## config.mk

```make
export PLATFORM = sky130hd
export DESIGN_NAME = oled_spi_arbiter
export DESIGN_NICKNAME = d
export VERILOG_FILES = /design/src/rtl/oled_pkg.sv /design/src/rtl/spi_byte_shift.sv /design/src/rtl/oled_spi_arbiter.sv
export SDC_FILE = /design/constraint.sdc
export NUM_CORES = 1
export LEC_CHECK = 0
export ABC_AREA = 1
export CAP_MARGIN = 20
export CORE_MARGIN = 5
export CORE_UTILIZATION = 53
export CTS_CLUSTER_DIAMETER = 40
export DETAILED_ROUTE_END_ITERATION = 16
export PLACE_DENSITY = 0.8
export SLEW_MARGIN = 0
export SYNTH_ARGS = -nofsm -noshare
export SYNTH_HDL_FRONTEND = slang
export SYNTH_SLANG_ARGS = --single-unit
```

## constraint.sdc

```tcl
create_clock -name CLK -period 2.5 [get_ports CLK]
set_clock_uncertainty 0.15 [all_clocks]
set_input_delay 0.5 -clock CLK [delete_from_list [all_inputs] [get_ports CLK]]
set_output_delay 0.5 -clock CLK [all_outputs]
set_load 0.005 [all_outputs]
```

## src/rtl/oled_pkg.sv

```systemverilog
// Shared definitions for the OLED SPI arbiter: controller state encoding and
// requester indices.
package oled_pkg;

  localparam int NREQ = 3;

  localparam logic [1:0] REQ_INIT = 2'd0;
  localparam logic [1:0] REQ_OPER = 2'd1;
  localparam logic [1:0] REQ_UART = 2'd2;

  typedef enum logic [1:0] {
    ST_ARB   = 2'd0,
    ST_SHIFT = 2'd1,
    ST_DONE  = 2'd2
  } state_e;

  function automatic logic [NREQ-1:0] idx_onehot(input logic [1:0] idx);
    case (idx)
      2'd0:    idx_onehot = 3'b001;
      2'd1:    idx_onehot = 3'b010;
      2'd2:    idx_onehot = 3'b100;
      default: idx_onehot = 3'b000;
    endcase
  endfunction

endpackage

```

## src/rtl/spi_byte_shift.sv

```systemverilog
// Serialises one byte MSB first: each bit spends CLK_DIV cycles with SCLK low
// and CLK_DIV cycles with SCLK high; SCLK idles high.
module spi_byte_shift #(
  parameter int CLK_DIV = 4
) (
  input  logic       clk,
  input  logic       rst,
  input  logic       load,
  input  logic [7:0] data,
  output logic       sclk,
  output logic       sdo,
  output logic       done
);

  localparam logic [7:0] DIV_LAST = 8'(CLK_DIV - 1);

  logic       active_q, active_d;
  logic       sclk_q, sclk_d;
  logic       sdo_q, sdo_d;
  logic [6:0] sh_q, sh_d;
  logic [2:0] bit_q, bit_d;
  logic [7:0] div_q, div_d;
  logic       phase_end;

  // Divider, phase toggling and bit shifting
  always_comb begin
    active_d  = active_q;
    sclk_d    = sclk_q;
    sdo_d     = sdo_q;
    sh_d      = sh_q;
    bit_d     = bit_q;
    div_d     = div_q;
    phase_end = active_q && (div_q == DIV_LAST);
    done      = phase_end && sclk_q && (bit_q == 3'd7);
    if (load) begin
      active_d = 1'b1;
      sclk_d   = 1'b0;
      sdo_d    = data[7];
      sh_d     = data[6:0];
      bit_d    = 3'd0;
      div_d    = 8'd0;
    end else if (phase_end) begin
      div_d = 8'd0;
      if (!sclk_q) begin
        sclk_d = 1'b1;
      end else if (bit_q == 3'd7) begin
        // Last high phase ends: stop with SCLK left at its idle level.
        active_d = 1'b0;
      end else begin
        sclk_d = 1'b0;
        sdo_d  = sh_q[6];
        sh_d   = {sh_q[5:0], 1'b0};
        bit_d  = bit_q + 3'd1;
      end
    end else if (active_q) begin
      div_d = div_q + 8'd1;
    end else begin
      div_d = 8'd0;
    end
  end

  // Shifter state registers
  always_ff @(posedge clk) begin
    if (rst) begin
      active_q <= 1'b0;
      sclk_q   <= 1'b1;
      sdo_q    <= 1'b0;
      sh_q     <= 7'd0;
      bit_q    <= 3'd0;
      div_q    <= 8'd0;
    end else begin
      active_q <= active_d;
      sclk_q   <= sclk_d;
      sdo_q    <= sdo_d;
      sh_q     <= sh_d;
      bit_q    <= bit_d;
      div_q    <= div_d;
    end
  end

  assign sclk = sclk_q;
  assign sdo  = sdo_q;

endmodule

```

## src/rtl/oled_spi_arbiter.sv

```systemverilog
// Arbitrates three byte producers onto one OLED SPI link, with a per-transaction
// bus lock that is released by req_last or by an idle timeout.
module oled_spi_arbiter
  import oled_pkg::*;
#(
  parameter int CLK_DIV      = 4,
  parameter int LOCK_TIMEOUT = 255
) (
  input  logic            CLK,
  input  logic            RST,
  input  logic [NREQ-1:0] req_valid,
  input  logic [23:0]     req_data,
  input  logic [NREQ-1:0] req_dc,
  input  logic [NREQ-1:0] req_last,
  output logic [NREQ-1:0] req_ready,
  output logic [NREQ-1:0] grant,
  output logic            SDIN,
  output logic            SCLK,
  output logic            DC,
  output logic            busy,
  output logic            byte_done
);

  localparam logic [15:0] TO_LAST = 16'(LOCK_TIMEOUT - 1);

  state_e      state_q, state_d;
  logic        lock_q, lock_d;
  logic [1:0]  owner_q, owner_d;
  logic        dc_q, dc_d;
  logic        last_q, last_d;
  logic [15:0] to_cnt_q, to_cnt_d;

  logic [1:0]  sel_idx;
  logic        sel_valid;
  logic        sel_dc;
  logic        sel_last;
  logic [7:0]  sel_data;
  logic        accept;
  logic        shift_done;

  // Requester selection: the lock owner if locked, otherwise fixed priority
  always_comb begin
    sel_idx = REQ_UART;
    if (lock_q) begin
      sel_idx = owner_q;
    end else if (req_valid[0]) begin
      sel_idx = REQ_INIT;
    end else if (req_valid[1]) begin
      sel_idx = REQ_OPER;
    end else begin
      sel_idx = REQ_UART;
    end
    case (sel_idx)
      2'd0: begin
        sel_valid = req_valid[0];
        sel_data  = req_data[7:0];
        sel_dc    = req_dc[0];
        sel_last  = req_last[0];
      end
      2'd1: begin
        sel_valid = req_valid[1];
        sel_data  = req_data[15:8];
        sel_dc    = req_dc[1];
        sel_last  = req_last[1];
      end
      2'd2: begin
        sel_valid = req_valid[2];
        sel_data  = req_data[23:16];
        sel_dc    = req_dc[2];
        sel_last  = req_last[2];
      end
      default: begin
        sel_valid = 1'b0;
        sel_data  = 8'd0;
        sel_dc    = 1'b0;
        sel_last  = 1'b0;
      end
    endcase
    accept = (state_q == ST_ARB) && sel_valid && !RST;
  end

  // Next-state, lock and timeout logic
  always_comb begin
    state_d  = state_q;
    lock_d   = lock_q;
    owner_d  = owner_q;
    dc_d     = dc_q;
    last_d   = last_q;
    to_cnt_d = to_cnt_q;
    case (state_q)
      ST_ARB: begin
        if (accept) begin
          state_d  = ST_SHIFT;
          lock_d   = 1'b1;
          owner_d  = sel_idx;
          dc_d     = sel_dc;
          last_d   = sel_last;
          to_cnt_d = 16'd0;
        end else if (lock_q) begin
          // Locked and the owner is idle: count towards releasing the bus.
          if (to_cnt_q == TO_LAST) begin
            lock_d   = 1'b0;
            to_cnt_d = 16'd0;
          end else begin
            to_cnt_d = to_cnt_q + 16'd1;
          end
        end else begin
          to_cnt_d = 16'd0;
        end
      end
      ST_SHIFT: begin
        if (shift_done) begin
          state_d = ST_DONE;
        end else begin
          state_d = ST_SHIFT;
        end
      end
      ST_DONE: begin
        state_d  = ST_ARB;
        to_cnt_d = 16'd0;
        if (last_q) begin
          lock_d = 1'b0;
        end else begin
          lock_d = lock_q;
        end
      end
      default: begin
        state_d  = ST_ARB;
        lock_d   = 1'b0;
        to_cnt_d = 16'd0;
      end
    endcase
  end

  // Handshake and ownership outputs
  always_comb begin
    req_ready = 3'b000;
    grant     = 3'b000;
    if (accept) begin
      req_ready = idx_onehot(sel_idx);
    end else begin
      req_ready = 3'b000;
    end
    if (RST) begin
      grant = 3'b000;
    end else if (lock_q) begin
      grant = idx_onehot(owner_q);
    end else if (accept) begin
      grant = idx_onehot(sel_idx);
    end else begin
      grant = 3'b000;
    end
  end

  // Controller registers
  always_ff @(posedge CLK) begin
    if (RST) begin
      state_q  <= ST_ARB;
      lock_q   <= 1'b0;
      owner_q  <= 2'd0;
      dc_q     <= 1'b0;
      last_q   <= 1'b0;
      to_cnt_q <= 16'd0;
    end else begin
      state_q  <= state_d;
      lock_q   <= lock_d;
      owner_q  <= owner_d;
      dc_q     <= dc_d;
      last_q   <= last_d;
      to_cnt_q <= to_cnt_d;
    end
  end

  assign DC        = dc_q;
  assign busy      = (state_q == ST_SHIFT);
  assign byte_done = (state_q == ST_DONE);

  spi_byte_shift #(
    .CLK_DIV(CLK_DIV)
  ) u_shift (
    .clk (CLK),
    .rst (RST),
    .load(accept),
    .data(sel_data),
    .sclk(SCLK),
    .sdo (SDIN),
    .done(shift_done)
  );

endmodule

```

Word level (Yosys, flattened, before mapping) --
Cells that the tools add are included.
Storage, ports and cells: bits in registers 44, output and inout bits 11
Cells by class: $add $sub $neg 3, eq/ne operators 12, muxes and demuxes 40, bitwise gates (word level) 3, reduce and logical (&&, ||, !) cells 19
Operator list (count):
- $mux 16 | 3
- $pmux 16 s2 | 1
- $mux 7 | 4
- $pmux 8 s3 | 1
- $pmux 3 s3 | 2
- $add 16x1->16 const B | 1
- $eq 16x8->1 const B | 1
- $mux 1 | 16
- $pmux 1 s3 | 4
- $mux 2 | 5
- $mux 3 | 3
- $reduce_and 3->1 | 3
- $add 8x1->8 const B | 1
- $eq 8x2->1 const B | 1
- $eq 2x1->1 const B | 3
- $eq 2x2->1 const B | 3
- $logic_not 2->1 | 3
- $reduce_bool 2->1 | 3
- $logic_and 1x1->1 | 5
- $ne 2x2->1 const B | 2
- $pmux 2 s2 | 1
- $reduce_and 2->1 | 2
- $reduce_or 4->1 | 1
- $add 3x1->3 const B | 1
- other kinds (5) | 7

Longest topological paths before layout --
Gate-level depths: netlist of run 1.
word-level depth 10, gate-level depth with buffers 13

Cells and area by module --
A second synthesis of run 1 with hierarchy kept.
Second synthesis, totals: cells, all modules 430, area, all modules 2751.4 um2
By module, submodules not included:
- oled_spi_arbiter | instances 1, cells each 294, area each 1746.7 um2, seq. area each 460.4 um2
- spi_byte_shift | instances 1, cells each 136, area each 1004.7 um2, seq. area each 420.4 um2

Least setup slack after synthesis of run 1 --
OpenSTA, ideal clock, no wires.
path type in2out, start in req_valid[0], end out grant[0], arrival time 1.661 ns, required time 1.850 ns, setup slack 0.189 ns, stages on the path 10, path buffers 1, cells stage by stage inv_1 > nand3_2 > nand2_2 > buf_4 > nand3_2 > nand3_4 > nand3_4 > nor2_1 > nand2_1 > a21oi_1
On the way: word-level cells in the longest chain between the ends 9, elaborated cells between the ends (all ways) 12, classes of those cells eq/ne (2); mux (7); reduce/logical (3)
RTL lines:
- from (decl) | RTL line oled_spi_arbiter.sv:11 | input logic [NREQ-1:0] req_valid,
- $mux 2 | RTL line oled_spi_arbiter.sv:46 | end else if (req_valid[0]) begin
- $mux 2 | RTL line oled_spi_arbiter.sv:44 | if (lock_q) begin
- $eq 2x2->1, or another cell as far along
- $pmux 1 s3 | RTL line oled_spi_arbiter.sv:53 | case (sel_idx)
- $logic_and 1x1->1 (2 in series) | RTL line oled_spi_arbiter.sv:79 | accept = (state_q == ST_ARB) && sel_valid && !RST;
- $mux 3 *
- net req_ready[0] | RTL line oled_spi_arbiter.sv:15 | output logic [NREQ-1:0] req_ready,
- $mux 3 * | RTL line oled_spi_arbiter.sv:146 | end else if (lock_q) begin
- $mux 3 * | RTL line oled_spi_arbiter.sv:144 | if (RST) begin
- to (decl) | RTL line oled_spi_arbiter.sv:16 | output logic [NREQ-1:0] grant,
The timed path passes the listed nets; every way through them passes the cells marked *.

Worst setup path in the final report of run 1 --
start in req_valid[0], end out grant[1]
On the way: word-level cells in the longest chain between the ends 9, elaborated cells between the ends (all ways) 12, classes of those cells eq/ne (2); mux (7); reduce/logical (3)
RTL lines:
- $mux 2 | RTL line oled_spi_arbiter.sv:46
- $mux 2 | RTL line oled_spi_arbiter.sv:44
- $eq 2x2->1, or another cell as far along | RTL line oled_pkg.sv:18, oled_spi_arbiter.sv:53
- $pmux 1 s3 | RTL line oled_spi_arbiter.sv:53
- $logic_and 1x1->1 (2 in series) | RTL line oled_spi_arbiter.sv:79
- $mux 3 * | RTL line oled_spi_arbiter.sv:148 | end else if (accept) begin
- $mux 3 * | RTL line oled_spi_arbiter.sv:146
- $mux 3 * | RTL line oled_spi_arbiter.sv:144
Every way passes the cells marked *; elsewhere a longest branch is shown, timed or not.

==> results of run 1 <==
==> area by class of cell <==
class	count	share of cell area
Clock buffer	5	0.01964
Clock inverter	3	0.005357
Inverter	54	0.06000
Multi-Input combinational cell	295	0.4396
Sequential cell	44	0.2525
Tap cell	67	0.02393
Timing Repair Buffer	77	0.1989
==> per-layer routing <==
layer / vias to the layer above / global-route usage
met3: 6 / 0.04596
met4: 0 / 0.06081
met2: 57 / 0.3866
met1: 1231 / 0.2447
met5: - / 0
li1: 1423 / -
==> repair_timing <==
item	CTS	global route
gates resized for setup	37	13
pin swaps	10	12
hold buffers	0	0
buffers inserted	5	4
setup endpoints to repair	6	5
==> kinds of logic (layout without fill, tap and decap cells) <==
logic type | Yosys count | in the layout | share of synthesized area
adders and majority gates | 5 | 5 | 0.02388
buffers and inverters | 65 | 139 | 0.1031
and+or+nand+nor | 244 | 244 | 0.4159
AOI/OAI and AO/OA | 29 | 29 | 0.06399
DFF | 44 | 44 | 0.3362
xor gates and xnor gates | 17 | 17 | 0.05683
==> registers in the layout (all words and copies together), names as in the netlist <==
signal            count
DC                    1
state_q               2
u_shift.sh_q          7
u_shift.sclk          1
u_shift.sdo           1
owner_q               2
u_shift.active_q      1
u_shift.div_q         8
to_cnt_q             16
u_shift.bit_q         3
last_q                1
lock_q                1
==> worst min-delay path by stage <==
stage	end	slack [ns]	cells past startpoint
3_5_place_dp	DC	0.28	2
3_3_place_gp	DC	0.28	2
4_1_cts	DC	0.30	2
5_1_grt	u_shift.div_q[0]	0.34	1
2_1_floorplan	u_shift.div_q[0]	0.27	1
6_report	DC	0.30	2
==> cell usage in the layout (no fill, tap or decap), types with 3 or more instances in the layout <==
| cell | n |
|---|---|
| ha_1 | 5 |
| buf_6 | 4 |
| a21oi_1 | 13 |
| inv_4 | 3 |
| clkbuf_8 | 5 |
| o22ai_1 | 3 |
| xnor2_1 | 6 |
| nand2_1 | 110 |
| xor2_1 | 11 |
| o21ai_0 | 5 |
| nor2_4 | 5 |
| dfxtp_1 | 43 |
| clkdlybuf4s50_1 | 37 |
| nor3_1 | 7 |
| a21oi_2 | 3 |
| nand4_1 | 12 |
| buf_2 | 4 |
| inv_1 | 49 |
| nand3_4 | 4 |
| buf_4 | 27 |
| nand3_1 | 48 |
| nor2_1 | 47 |
| nand2_2 | 4 |
==> power by group through the flow <==
stage               logic [W]  registers [W]  clock network (W)
floorplan            0.000213       0.000762                  0
global placement     0.000362       0.000769                  0
detailed placement   0.000367       0.000770                  0
CTS                  0.000384       0.000754           0.000456
global route         0.000453       0.000759           0.000484
finish               0.000410       0.000755           0.000440
==> worst max-delay path, cell delays in order <==
cell	delay (ns)
clkdlybuf4s15_2	0.22
inv_4	0.06
nand3_4	0.09
nand2_4	0.08
inv_2	0.07
nand3_2	0.08
nand3_4	0.09
nand3_4	0.09
buf_12	0.14
nor2_4	0.09
buf_6	0.10
nand2_2	0.06
a21oi_2	0.15
buf_2	0.13
==> per-stage QoR <==
step	instances	hold slack, ns	utilization	instance area, um2	TNS [ns]
3_5_place_dp	528	0.2840	0.6861	3262	-5.625
4_1_cts	541	0.3007	0.7182	3415	-0.08597
6_report	545	0.2988	0.7368	3503	-0.1717
5_1_grt	545	0.3446	0.7368	3503	-0.7235
2_1_floorplan	404	0.2675	-	2620	0
3_3_place_gp	528	0.2786	0.6861	3262	-4.828
==> results.yml, run 1 <==
power:
  leakage_nw: 1.638
  powerDensity_nw_per_um2: 458.3
  p_int_w: 0.001119
  switchingPower_w: 0.0004866
  p_comb_frac: 0.256
  clkPwrFrac: 0.274
  switching_share: 0.3031
  seq_power_share: 0.471
  power_w: 0.001605
  vdd_drop_max_mv: 0.3379
die:
  die_h_um: 80.31
  rows: 25
  die_w_um: 80.31
  start_util: 0.5511
  dieArea_um2: 6450
  io_pins: 46
  core_um2: 4755
worst_hold_path:
  min_path_type: "reg2reg"
  min-delay-start: "DC"
clock_network:
  cts_tree: "done"
  clkTransAtPathRegs_ns: 0.08
  h-tree-depth: 2
  cts_buffer_depth: 2
  cts.sinks: 44
  numCtsBuffers: 5
  insertion_delay_ns: 0.30
  cts_root_buffer: "clkbuf_8"
worst_setup_path:
  endpoint_kind: "primary output"
  reg2reg_to: "to_cnt_q[15]"
  path_class: "in2out"
  start_kind: "input port"
  worstPathRequired_ns: 1.85
  crit_start: "req_valid[0]"
  ff2ff_path_depth: 15
  crit_arrival_ns: 1.96
  critPathMaxFanout: 5
  reg2reg_slack_ns: 0.20
  cp-endpoint: "grant[1]"
  r2r_start: "lock_q"
final_layout:
  nets: 517
  seqCellArea_um2: 884.6
  drive_gt1_frac: 0.1527
  syn_to_final_growth_pct: 33.72
  multiInputGateArea_um2: 1540
  diodes: 0
  fillers: 399
routing:
  post-route-drc-count: 0
  dr.pass1.iters: 4
  wl_met2_um: 3321
  ant_nets: 0
  drt_iter0_drc: 132
  viasPerCell: 4.985
  vias: 2717
  top_layer: "met4"
  wirelength_um: 6760
  drt-met1-wl_um: 3022
  wl_met3_um: 348
  wl_per_cell_um: 12.40
logic_synthesis:
  yosysTopAreaCellShare: 0.3362
  yosys_register_bits: 44
  yosys-top-cells-area: "dfxtp_1 34%, nand2_1 16%, nand3_1 9.2%, nor2_1 7.3%, inv_1 7.2%"
  yosys.area.top_type: "dfxtp_1"
  syn_area_per_cell_um2: 6.485
  ys_types: 30
  synth_fp_nets: 444
  ys.flop_type: "dfxtp_1"
  async_flop_share: 0
  synthesis.area_um2: 2620
  ys.warnings.count: 0
  yosysMostFrequentCell: "nand2_1"
  yosysSeqAreaShare: 0.3362
  yosys-top-cells-count: "114 x nand2_1, 51 x nor2_1, 50 x inv_1, 48 x nand3_1, 44 x dfxtp_1"
  synth_edf_count: 0
  synthCells: 404
status:
  violations: "negative setup slack"
  status: "complete, but fails checks"
timing:
  worst_slew_pin_slew_ns: 0.8478
  fmax_mhz: 383.8
  postLayoutSetupSlackWorst_ns: -0.1059
  finalCritPeriodShare: 1.042
  rsz0062_at_grt: "true"
  finalSetupViolations: 3
  hold_viol_final: 0
  slew_headroom: 0.4327
  min_period_ns: 2.606
  slew_viol_final: 0
global_route:
  grt_pass1_wl_um: 11010
  antenna_found_initial: 0
  grt_pass1_vias: 2616
  grt-ovfl-total: 0
  grt.total_usage: 0.2115
  grt_max_degree: 25
job:
  drv_cap: 0
placement:
  routabilityCongestion: 0.9062
  port_buffers: 45
  post-place-ws_ns: -0.6010
  hpwl_um: 4710
(Power assumes the default switching activity.)
==> run 2, diff against run 1 <==
--- a/config.mk
+++ b/config.mk
@@ -12,6 +12,7 @@
 export CTS_CLUSTER_DIAMETER = 40
 export DETAILED_ROUTE_END_ITERATION = 16
 export PLACE_DENSITY = 0.8
+export SKIP_LAST_GASP = 1
 export SLEW_MARGIN = 0
 export SYNTH_ARGS = -nofsm -noshare
 export SYNTH_HDL_FRONTEND = slang
==> run 2 against run 1 <==
Effect of this change:
- the run still ends with negative setup slack left
- sequential power hardly changed
- critical endpoint is now grant[0]
- sequential share of layout area grew 0.14 points
- non-clock buffer count up 1
- first-iteration DRC count decreased by 33%
- critical path depth down 1
- core utilization shrank 0.39 points
- cell area fell by 0.54%
- total power down 0.24%
==> results.yml, run 2 (synthesized netlist as in run 1, its figures left out) <==
global_route:
  grt.total_usage: 0.2124
  antenna_found_initial: 0
  grt_max_degree: 25
  grt-ovfl-total: 0
  grt_pass1_vias: 2635
  grt_pass1_wl_um: 11070
job:
  drv_cap: 0
clock_network:
  numCtsBuffers: 5
  cts.sinks: 44
  insertion_delay_ns: 0.30
  cts_root_buffer: "clkbuf_8"
  clkTransAtPathRegs_ns: 0.08
  cts_buffer_depth: 2
  h-tree-depth: 2
  cts_hold_buf: 0
  cts_tree: "done"
timing:
  postLayoutSetupSlackWorst_ns: -0.06380
  min_period_ns: 2.564
  worst_slew_pin_slew_ns: 0.8437
  finalSetupViolations: 2
  fmax_mhz: 390.0
  rsz0062_at_grt: "true"
  slew_headroom: 0.4355
  finalCritPeriodShare: 1.026
  finalSetupTns_ns: -0.08193
  hold_viol_final: 0
  slew_viol_final: 0
placement:
  routabilityCongestion: 0.9062
  port_buffers: 45
  hpwl_um: 4710
routing:
  vias: 2733
  dr.pass1.iters: 4
  wl_per_cell_um: 12.13
  ant_nets: 0
  drt_iter0_drc: 88
  wirelength_um: 6623
  viasPerCell: 5.005
  post-route-drc-count: 0
final_layout:
  layout_common_cells: "111 x nand2_1, 48 x inv_1, 48 x nand3_1, 47 x nor2_1, 43 x dfxtp_1"
  largest-register: "to_cnt_q"
  seqCellArea_um2: 884.6
  drive_gt1_frac: 0.1566
  syn_to_final_growth_pct: 33.00
  largest_reg_flops: 16
  final_common_cell: "nand2_1"
  nets: 518
  multiInputGateArea_um2: 1540
  fillers: 402
  top_regs: "to_cnt_q x16, u_shift.div_q x8, u_shift.sh_q x7"
  diodes: 0
worst_setup_path:
  path_class: "in2out"
  endpoint_kind: "primary output"
  start_kind: "input port"
  critPathMaxFanout: 5
  worstPathRequired_ns: 1.85
  crit_arrival_ns: 1.91
die:
  io_pins: 46
  rows: 25
  die_w_um: 80.31
  die_h_um: 80.31
  start_util: 0.5511
  dieArea_um2: 6450
  core_um2: 4755
worst_hold_path:
  min_path_type: "reg2reg"
power:
  vdd_drop_max_mv: 0.3380
  power_w: 0.001602
  powerDensity_nw_per_um2: 459.6
  leakage_nw: 1.635
status:
  violations: "negative setup slack"
  status: "complete, but fails checks"
run 2: power by group:
group          switching [W]  internal [W]
logic               0.000217      0.000190
registers          0.0000233      0.000731
clock network       0.000245      0.000195
run 2: path summary, 6_finish.rpt:
path / from / to / slack (ns) / cells after the start
setup reg to reg: lock_q / to_cnt_q[15] / 0.20 / 15
hold / removal: DC / DC / 0.30 / 2
setup / recovery: req_valid[0] / grant[0] / -0.06 / 13
hold reg to reg: DC / DC / 0.30 / 2
run 2: worst max-delay path, stage by stage:
cell	delay, ns
clkdlybuf4s15_2	0.22
inv_4	0.10
nand3_4	0.08
nand2_4	0.10
nand3_2	0.10
nand3_4	0.10
nand3_4	0.10
buf_6	0.15
nor2_4	0.09
buf_6	0.11
nand2_4	0.04
a21oi_2	0.10
buf_2	0.13
run 2: area by class of cell:
type	instances	share of cell area
Clock buffer	5	0.01975
Clock inverter	3	0.005386
Inverter	54	0.05961
Multi-Input combinational cell	295	0.4420
Sequential cell	44	0.2539
Tap cell	67	0.02406
Timing Repair Buffer	78	0.1953
run 2: stage by stage:
step,hold slack (ns),util,setup slack [ns],cell area [um2],instances
2_1_floorplan,0.2675,-,0.1889,2620,404
3_3_place_gp,0.2786,0.6861,-0.5665,3262,528
3_5_place_dp,0.2840,0.6861,-0.6010,3262,528
4_1_cts,0.3007,0.7179,-0.1005,3413,541
5_1_grt,0.3446,0.7329,-0.1680,3485,546
6_report,0.2986,0.7329,-0.06380,3485,546
run 2: metal layers:
metal | part of all wire | wire length [um] | track usage
met5 | 0 | 0 | 0
met4 | 0.014 | 92 | 0.06757
met3 | 0.051 | 337 | 0.04596
met2 | 0.48 | 3152 | 0.3874
met1 | 0.46 | 3041 | 0.2440
run 2: repair_timing:
item | in CTS | in global routing
resized for setup | 29 | 21
setup buffers | 5 | 6
pin swaps | 10 | 14
setup endpoints to repair | 6 | 6
